### config.mk
export PLATFORM = sky130hd
export DESIGN_NAME = dmem_bridge_flat
export DESIGN_NICKNAME = d
export VERILOG_FILES = /design/src/rtl/dmem_bridge_pkg.sv /design/src/rtl/dmem_bridge_if.sv /design/src/rtl/dmem_timeout_ctr.sv /design/src/rtl/dmem_bridge.sv /design/src/flat_wrapper.sv
export SDC_FILE = /design/constraint.sdc
export NUM_CORES = 1
export LEC_CHECK = 0
export ABC_AREA = 1
export BUFFER_PORTS_ARGS = -buffer_cell sky130_fd_sc_hd__buf_2
export CAP_MARGIN = 20
export CORE_ASPECT_RATIO = 2
export CORE_UTILIZATION = 30
export CTS_CLUSTER_SIZE = 25
export DETAILED_ROUTE_END_ITERATION = 8
export PLACE_DENSITY = 0.6
export SYNTH_ARGS = -nofsm -noshare
export SYNTH_HDL_FRONTEND = slang
export SYNTH_SLANG_ARGS = --single-unit
### constraint.sdc
create_clock -name clk -period 1.24 [get_ports clk]
set_input_delay 0.062 -clock clk [delete_from_list [all_inputs] [get_ports clk]]
set_output_delay 0.062 -clock clk [all_outputs]
set_load 0.01 [all_outputs]
### src/rtl/dmem_bridge_pkg.sv
// Shared definitions for the data-memory bus bridge: enable encodings,
// FSM state type, default parameters and a byte-lane helper.
package dmem_bridge_pkg;

  localparam logic CHIP_ENABLE   = 1'b1;
  localparam logic WRITE_ENABLE  = 1'b1;

  localparam int          DEFAULT_TIMEOUT   = 16;
  localparam logic [31:0] DEFAULT_ERR_RDATA = 32'h0000_0000;

  typedef enum logic [1:0] {
    ST_IDLE = 2'd0,
    ST_REQ  = 2'd1,
    ST_DONE = 2'd2
  } bridge_state_e;

  // Unselected byte lanes are driven as zero so the bus never sees stale bytes.
  function automatic logic [31:0] mask_lanes(input logic [31:0] data, input logic [3:0] sel);
    logic [31:0] masked;
    masked = '0;
    for (int lane = 0; lane < 4; lane++) begin
      if (sel[lane]) masked[8*lane +: 8] = data[8*lane +: 8];
    end
    return masked;
  endfunction

endpackage

### src/rtl/dmem_bridge_if.sv
// External data-bus bundle: the bridge drives it as master, memory answers as slave.
interface dmem_bridge_if;

  logic        bus_req;
  logic        bus_we;
  logic [31:0] bus_addr;
  logic [3:0]  bus_sel;
  logic [31:0] bus_wdata;
  logic        bus_ack;
  logic [31:0] bus_rdata;
  logic        bus_err;

  modport master (
    output bus_req, bus_we, bus_addr, bus_sel, bus_wdata, bus_err,
    input  bus_ack, bus_rdata
  );

  modport slave (
    input  bus_req, bus_we, bus_addr, bus_sel, bus_wdata, bus_err,
    output bus_ack, bus_rdata
  );

endinterface

### src/rtl/dmem_timeout_ctr.sv
// Loadable down-counter for the bus watchdog; tc is high when the count is zero.
module dmem_timeout_ctr #(
  parameter int WIDTH = 4
) (
  input  logic             clk,
  input  logic             rst_n,
  input  logic             load,
  input  logic [WIDTH-1:0] load_value,
  input  logic             enable,
  output logic             tc
);

  logic [WIDTH-1:0] count_q;

  // Load wins over decrement; the count saturates at zero.
  always_ff @(posedge clk or negedge rst_n) begin
    if (!rst_n) begin
      count_q <= '0;
    end else if (load) begin
      count_q <= load_value;
    end else if (enable && (count_q != '0)) begin
      count_q <= count_q - WIDTH'(1);
    end
  end

  assign tc = (count_q == '0);

endmodule

### src/rtl/dmem_bridge.sv
// MEM-stage to data-bus bridge: registers the request, stalls the pipeline
// until ack or watchdog timeout, then hands the read word back for one cycle.
module dmem_bridge
  import dmem_bridge_pkg::*;
#(
  parameter int          TIMEOUT   = DEFAULT_TIMEOUT,
  parameter logic [31:0] ERR_RDATA = DEFAULT_ERR_RDATA
) (
  input  logic          clk,
  input  logic          rst_n,
  input  logic          mem_ce_i,
  input  logic          mem_we_i,
  input  logic [31:0]   mem_addr_i,
  input  logic [3:0]    mem_sel_i,
  input  logic [31:0]   mem_data_i,
  input  logic          stall_i,
  input  logic          flush_i,
  output logic [31:0]   mem_data_o,
  output logic          stallreq_o,
  dmem_bridge_if.master bus
);

  localparam int CTR_WIDTH = $clog2(TIMEOUT);

  bridge_state_e state_q, state_d;

  logic        accept;
  logic        acked;
  logic        timed_out;
  logic        ctr_tc;
  logic        ctr_load;
  logic        addr_offset_unused;

  logic        bus_we_q;
  logic [31:0] bus_addr_q;
  logic [3:0]  bus_sel_q;
  logic [31:0] bus_wdata_q;
  logic        bus_err_q;
  logic [31:0] rdata_q;

  assign accept    = (state_q == ST_IDLE) && (mem_ce_i == CHIP_ENABLE) && !flush_i;
  assign acked     = (state_q == ST_REQ) && bus.bus_ack;
  assign timed_out = (state_q == ST_REQ) && !bus.bus_ack && ctr_tc;
  assign ctr_load  = accept || acked;

  assign addr_offset_unused = ^mem_addr_i[1:0];

  // Counter is loaded with TIMEOUT-1 so it hits zero on the TIMEOUT-th REQ cycle.
  dmem_timeout_ctr #(
    .WIDTH (CTR_WIDTH)
  ) u_timeout_ctr (
    .clk        (clk),
    .rst_n      (rst_n),
    .load       (ctr_load),
    .load_value (accept ? CTR_WIDTH'(TIMEOUT - 1) : '0),
    .enable     (state_q == ST_REQ),
    .tc         (ctr_tc)
  );

  always_ff @(posedge clk or negedge rst_n) begin
    if (!rst_n) state_q <= ST_IDLE;
    else        state_q <= state_d;
  end

  // Flush only matters in IDLE and DONE; an issued bus cycle always runs to completion.
  always_comb begin
    state_d = state_q;
    unique case (state_q)
      ST_IDLE: if (accept)              state_d = ST_REQ;
      ST_REQ:  if (acked || timed_out)  state_d = ST_DONE;
      ST_DONE: if (flush_i || !stall_i) state_d = ST_IDLE;
      default:                          state_d = ST_IDLE;
    endcase
  end

  always_ff @(posedge clk or negedge rst_n) begin
    if (!rst_n) begin
      bus_we_q    <= 1'b0;
      bus_addr_q  <= '0;
      bus_sel_q   <= '0;
      bus_wdata_q <= '0;
    end else if (accept) begin
      bus_we_q    <= mem_we_i;
      bus_addr_q  <= {mem_addr_i[31:2], 2'b00};
      bus_sel_q   <= mem_sel_i;
      bus_wdata_q <= mask_lanes(mem_data_i, mem_sel_i);
    end
  end

  // Stores return zero to the pipeline; a timeout substitutes ERR_RDATA.
  always_ff @(posedge clk or negedge rst_n) begin
    if (!rst_n) begin
      rdata_q   <= '0;
      bus_err_q <= 1'b0;
    end else begin
      bus_err_q <= timed_out;
      if (acked)          rdata_q <= (bus_we_q == WRITE_ENABLE) ? '0 : bus.bus_rdata;
      else if (timed_out) rdata_q <= ERR_RDATA;
    end
  end

  assign stallreq_o    = accept || (state_q == ST_REQ);
  assign mem_data_o    = rdata_q;

  assign bus.bus_req   = (state_q == ST_REQ);
  assign bus.bus_we    = bus_we_q;
  assign bus.bus_addr  = bus_addr_q;
  assign bus.bus_sel   = bus_sel_q;
  assign bus.bus_wdata = bus_wdata_q;
  assign bus.bus_err   = bus_err_q;

endmodule

### src/flat_wrapper.sv
// flat-port wrapper written by rule: the top's interface ports become plain ports
module dmem_bridge_flat import dmem_bridge_pkg::*;
#(
  parameter int          TIMEOUT   = DEFAULT_TIMEOUT,
  parameter logic [31:0] ERR_RDATA = DEFAULT_ERR_RDATA
)
  (clk, rst_n, mem_ce_i, mem_we_i, mem_addr_i, mem_sel_i, mem_data_i, stall_i, flush_i, mem_data_o, stallreq_o, bus_bus_req, bus_bus_we, bus_bus_addr, bus_bus_sel, bus_bus_wdata, bus_bus_err, bus_bus_ack, bus_bus_rdata);
  dmem_bridge_if bus_i ();
  input  logic clk;
  input  logic rst_n;
  input  logic mem_ce_i;
  input  logic mem_we_i;
  input  logic [31:0] mem_addr_i;
  input  logic [3:0] mem_sel_i;
  input  logic [31:0] mem_data_i;
  input  logic stall_i;
  input  logic flush_i;
  output logic [31:0] mem_data_o;
  output logic stallreq_o;
  output wire logic [$bits(bus_i.bus_req)-1:0] bus_bus_req;
  output wire logic [$bits(bus_i.bus_we)-1:0] bus_bus_we;
  output wire logic [$bits(bus_i.bus_addr)-1:0] bus_bus_addr;
  output wire logic [$bits(bus_i.bus_sel)-1:0] bus_bus_sel;
  output wire logic [$bits(bus_i.bus_wdata)-1:0] bus_bus_wdata;
  output wire logic [$bits(bus_i.bus_err)-1:0] bus_bus_err;
  input wire logic [$bits(bus_i.bus_ack)-1:0] bus_bus_ack;
  input wire logic [$bits(bus_i.bus_rdata)-1:0] bus_bus_rdata;
  assign bus_bus_req = bus_i.bus_req;
  assign bus_bus_we = bus_i.bus_we;
  assign bus_bus_addr = bus_i.bus_addr;
  assign bus_bus_sel = bus_i.bus_sel;
  assign bus_bus_wdata = bus_i.bus_wdata;
  assign bus_bus_err = bus_i.bus_err;
  assign bus_i.bus_ack = bus_bus_ack;
  assign bus_i.bus_rdata = bus_bus_rdata;
  dmem_bridge #(.TIMEOUT(TIMEOUT), .ERR_RDATA(ERR_RDATA)) u_core (.clk(clk), .rst_n(rst_n), .mem_ce_i(mem_ce_i), .mem_we_i(mem_we_i), .mem_addr_i(mem_addr_i), .mem_sel_i(mem_sel_i), .mem_data_i(mem_data_i), .stall_i(stall_i), .flush_i(flush_i), .mem_data_o(mem_data_o), .stallreq_o(stallreq_o), .bus(bus_i));
endmodule
# Yosys cells after proc, flatten, opt, wreduce, memory -nomap -nowiden
# Index checks and enable logic that the tools add are counted.
# classes
n_addsub	1
bitwise	0
div_mod_pow	0
multipliers	0
shift	0
mux	14
magnitude_cmp	0
n_eq_ne	5
n_reduce_logical	19
# op_table
cell	n
32-bit two-way mux	3
8-bit two-way mux	4
4-bit two-way mux	3
1-bit logical AND	6
2-bit two-way mux	3
2-bit by 1-bit != test with 1-bit output (second input constant)	3
2-bit case mux with 3 select lines	1
4-bit logical NOT	1
1-bit logical OR	4
2-bit nonzero test	2
4-bit nonzero test	1
4-bit by 1-bit subtractor with 4-bit output (second input constant)	1
1-bit logical NOT	3
3-bit AND reduction	1
2-bit by 1-bit == test with 1-bit output (second input constant)	1
2-bit == test (second input constant)	1
2-bit logical NOT	1
# totals
mem_bits_ro	0
wordCells	47
regBits	106
in_bits	107
mem_bits_rw	0
memories	0
out_inout_bits	104
latch_bits	0

# Depth between registers and ports, before layout
# logic_depth
depth_word	6
ltp_mapped	8
mapped_depth_nobuf	7

# Cells and area by module
# A second synthesis with hierarchy kept.
# hier_totals
hier_cells	498
hier_area_um2	4474.3
# by_module_without_submodules
mod	cells_per_inst	area_each_um2	n_inst	seq_area_each_um2
dmem_bridge	452	4179.0	1	2552.4
dmem_timeout_ctr	46	295.3	1	100.1

# Worst setup path before layout
# No wires, ideal clock.
# synth_path
kind	reg2reg
startpoint	register u_core.u_timeout_ctr.count_q[0]
endpoint	register u_core.rdata_q[22] (netlist: u_core.mem_data_o[22])
synth_period_minus_slack_ns	1.322
path_slack_ns	-0.082
setup_time_ns	0.117
path_stages_with_launch	9
t_required_ns	1.123
arrival_ns	1.205
path_buffers	1
cell_sequence	dfrtp_1 > inv_1 > ha_1 > nand2_1 > nor2_2 > o21ai_4 > buf_6 > nand2_1 > nand2_1
# synth_between
elab_chain_len	3
# synth_lines
item	line	rtl
start, declared	dmem_timeout_ctr.sv:13	logic [WIDTH-1:0] count_q;
start signal, assigned	dmem_timeout_ctr.sv:20	count_q <= load_value;
start signal, assigned	dmem_timeout_ctr.sv:22	count_q <= count_q - WIDTH'(1);
4-bit logical NOT	dmem_timeout_ctr.sv:26	assign tc = (count_q == '0);
1-bit logical AND	dmem_bridge.sv:43	assign timed_out = (state_q == ST_REQ) && !bus.bus_ack && ctr_tc;
2-bit nonzero test (no line)	--	
end signal, assigned	dmem_bridge.sv:97	if (acked) rdata_q <= (bus_we_q == WRITE_ENABLE) ? '0 : bus.bus_rdata;
end, declared	dmem_bridge.sv:39	logic [31:0] rdata_q;
# Every way passes these cells.
# A chain may end at the register's enable or synchronous reset.

# Worst setup path after layout
# layout_path
startpoint	register u_core.state_q[1]
endpoint	output port stallreq_o
# layout_between
elab_chain_len	4
elab_cells_between_ends	5
cone_classes	eq/ne: 1; reduce/logical: 4
# layout_lines
item	line	rtl
start, declared	dmem_bridge.sv:25	bridge_state_e state_q, state_d;
start signal, assigned	dmem_bridge.sv:62	else state_q <= state_d;
2-bit logical NOT	dmem_bridge.sv:41	assign accept = (state_q == ST_IDLE) && (mem_ce_i == CHIP_ENABLE) && !flush_i;
1-bit logical AND (2 in a row)	dmem_bridge.sv:41	
1-bit logical OR *	dmem_bridge.sv:102	assign stallreq_o = accept || (state_q == ST_REQ);
end, declared	flat_wrapper.sv:19	output logic stallreq_o;
# Every way passes the cells marked *; elsewhere a longest branch is shown, timed or not.

==> results.yml <==
die:
  area_of_the_core_region_sq_um: 13900
  num_rows: 61
  fp.dieW_um: 86.2
  die_area_sq_um: 14700
  floorplan.initialDensity_pct: 30.6
  fp.dieH_um: 170
  ioPinCount: 211
yosys:
  syn-cell-area_sq_um: 4250
  syn-instance-count: 480
  yosys_warnings: 0
  number_of_distinct_standard_cells_referenced_by_the_synthesized_netlist: 23
  post_synth.cell_area_avg_sq_um: 8.86
  postSynthRegisterBits: 106
  synth-seq-area-share_pct: 62.4
final_layout:
  nNetsFinal: 908
  layout-area-overhead-vs-synth_pct: 74.1
  seqCellArea_sq_um: 2660
  multi_input_gate_area_in_the_final_layout_sq_um: 1700
  fill_cells: 1264
  layout-drive-gt1-share_pct: 40.9
  final_util_pct: 53.3
sta:
  timing.max_slew.rel_slack_pct: 61.8
  period_needed_ps: 1290
  rsz0062_at_grt: "yes"
  final.setup_skew_ps: 8.85
  total_setup_violations_reported_at_the_end_of_the_flow: 58
  hold_viol: 0
  report.final.slew_viol_count: 0
  fin_tns_setup_ps: -1280
  tightest_slew_ps: 573
  finalWorstSetupSlack_ps: -52.5
  timing_limited_maximum_frequency_mhz: 774
  period_share_pct: 104
power:
  pwr_dens_nw_per_um2: 1860
  power_leakage_uw: 0.00409
  irDropWorstVdd_v: 0.000954
critical_path:
  arrival_ps: 1230
  worst-path-max-fanout: 4
  timing.setup.critical_path_class: "reg -> out"
  timing.critical_path.from: "u_core.state_q[1]"
  worst_path_dominant_cell_family: "flip-flops"
  rr_startpoint: "u_core.state_q[1]"
  cp_data_required_time_ps: 1180
  critical_path_cell_sequence: "nor2_4 > nand2_4 > o21ai_2 > buf_2"
  crit_buf_inv: 1
  cpPeakStageDelay_ps: 450
  worst_path_max_delay_cell: "dfrtp_2"
  setup.worst_path.end_class: "primary output"
  worst_setup_path_start_kind: "register"
place:
  dpl_wire_length_mm: 8.16
  gp_congestion: 0.769
  placement.setup.worst_slack_ps: -90.7
  number_of_i_o_port_buffers: 206
min_path:
  hp-class: "in -> reg"
  holdCritStartpoint: "mem_sel_i[0]"
global_route:
  globalRouteMet3Util_pct: 3.88
  globalRoute.totalOverflow: 0
  grt_antenna_before_repair: 0
  globalRouteMet1Util_pct: 18.4
  gr-max-usage-layer: "met2"
  first_pass_grt_wire_length_mm: 20.3
  first_global_vias: 4415
  grt_max_degree: 107
  grt.total_usage_pct: 17.8
  use_met2_pct: 32.8
routing:
  dr.first_iter.drc_count: 137
  antenna_violating_nets_post_route: 0
  totalWireLength_mm: 13.8
  via_count: 4361
  detail_route.drc_violations: 0
  detail_route.vias_per_cell: 4.39
  detailedRoute.firstPassIterationCount: 4
  post_drt_wl_per_cell_um: 13.9
clock_tree:
  clock_insertion_delay_worst_skew_ps: 340
  cts_buf_count: 9
  cts.htree.levels: 3
  ctsLongestPathBuffers: 2
  clk_pin_slew_worst_paths_ps: 70
  cts_root_buffer: "clkbuf_16"
  cts_tree: "done"
  tritoncts_num_sinks: 106
status:
  status: "finished, violations left"
  failed_checks: "negative setup slack"
run:
  drv.max_cap_violation_count: 0
==> synthesized netlist by cell type <==
library cell    n  share of area [%]
nor2_2          2               0.29
buf_6           4                1.1
nand3_1         6               0.71
nand3b_4        1               0.47
buf_2           9                1.1
conb_1          1              0.088
clkbuf_1        5               0.44
nand4_1         4               0.59
inv_2           2               0.18
clkbuf_2        1               0.12
ha_1            1               0.29
buf_1           1              0.088
o31ai_1         1               0.18
buf_4           6                1.1
nand2_4         1               0.26
dfrtp_1       106                 62
o21ai_0        34                4.0
o21ai_4         1               0.38
nand3b_1        1               0.18
inv_1           8               0.71
nor2_1          4               0.35
nand2_1       279                 25
nor2_4          2               0.53
==> worst min-delay path, stage by stage <==
cell and delay (ps):
buf_2 170, nand2_4 80, nand2_1 40
==> state kept, by name, indices dropped and copies added, names as in the netlist <==
name and count:
u_core.bus.bus_addr 30, u_core.bus.bus_err 1, u_core.bus.bus_sel 4, u_core.bus.bus_wdata 32
u_core.bus.bus_we 1, u_core.mem_data_o 32, u_core.state_q 2, u_core.u_timeout_ctr.count_q 4
==> report_power, final <==
part	internal [uW]	switching (uW)
sequential	4790	816
clock	1370	1270
combinational	2550	2980
total	8710	5070
==> final timing paths <==
check                                   endpoint  slack (ps)  cells past startpoint
min in group asynchronous  u_core.mem_data_o[18]         340                      3
max in group asynchronous      u_core.state_q[1]         470                      3
max                                   stallreq_o         -50                      4
min reg2reg                 u_core.mem_data_o[2]         470                      2
max reg2reg                 u_core.mem_data_o[3]         -50                      6
min                        u_core.bus.bus_sel[0]          40                      3
==> per-layer routing <==
metal	vias to the layer above	part of all wire, %
met5	-	0
li1	2110	-
met3	40	4.1
met4	0	3.8
met1	2046	37
met2	165	55
==> logic make-up after synthesis <==
group           synth area share (%)
compound gates                  4.56
simple gates                    28.0
fa+ha+maj                      0.294
flops                           62.4
buf+inv                         4.71
other cells                   0.0882
==> cell type report <==
cell class | count | share of cell area [%]
sequential | 106 | 35.8
timing repair buffer | 334 | 33.7
multi-input combinational | 339 | 23.0
tap | 189 | 3.19
clock buffer | 10 | 3.09
inverter | 10 | 0.676
clock inverter | 5 | 0.540
antenna | 1 | 0.0338
==> repair_timing <==
action                     CTS  global route
hold endpoints to repair   201             1
hold buffers                97             1
cloned                       0             8
setup buffers                5             2
resized for setup            7           100
pin swaps                    3            23
setup endpoints to repair   39            82
==> placed cells by master, fill, tap and decap left out, types with 5 or more instances in the layout <==
cell type / n
o21ai_1: 5
nand2_1: 216
buf_4: 11
inv_1: 6
clkbuf_16: 15
nand2_2: 41
nand2_4: 23
nand3_1: 6
dfrtp_1: 104
o21ai_0: 28
buf_6: 5
buf_12: 8
buf_2: 204
dlygate4sd3_1: 98
==> per-stage QoR <==
step | hold WS, ps | instances | instance area, sq um | power (uW)
5_1_grt | 28.0 | 993 | 7410 | 14800
2_1_floorplan | -234 | 481 | 4280 | 7950
3_5_place_dp | 187 | 865 | 5590 | 10200
6_report | 36.7 | 994 | 7410 | 13800
4_1_cts | 14.9 | 982 | 6900 | 13300
3_3_place_gp | 178 | 865 | 5590 | 10000
Power figures use the tool's default switching activity.
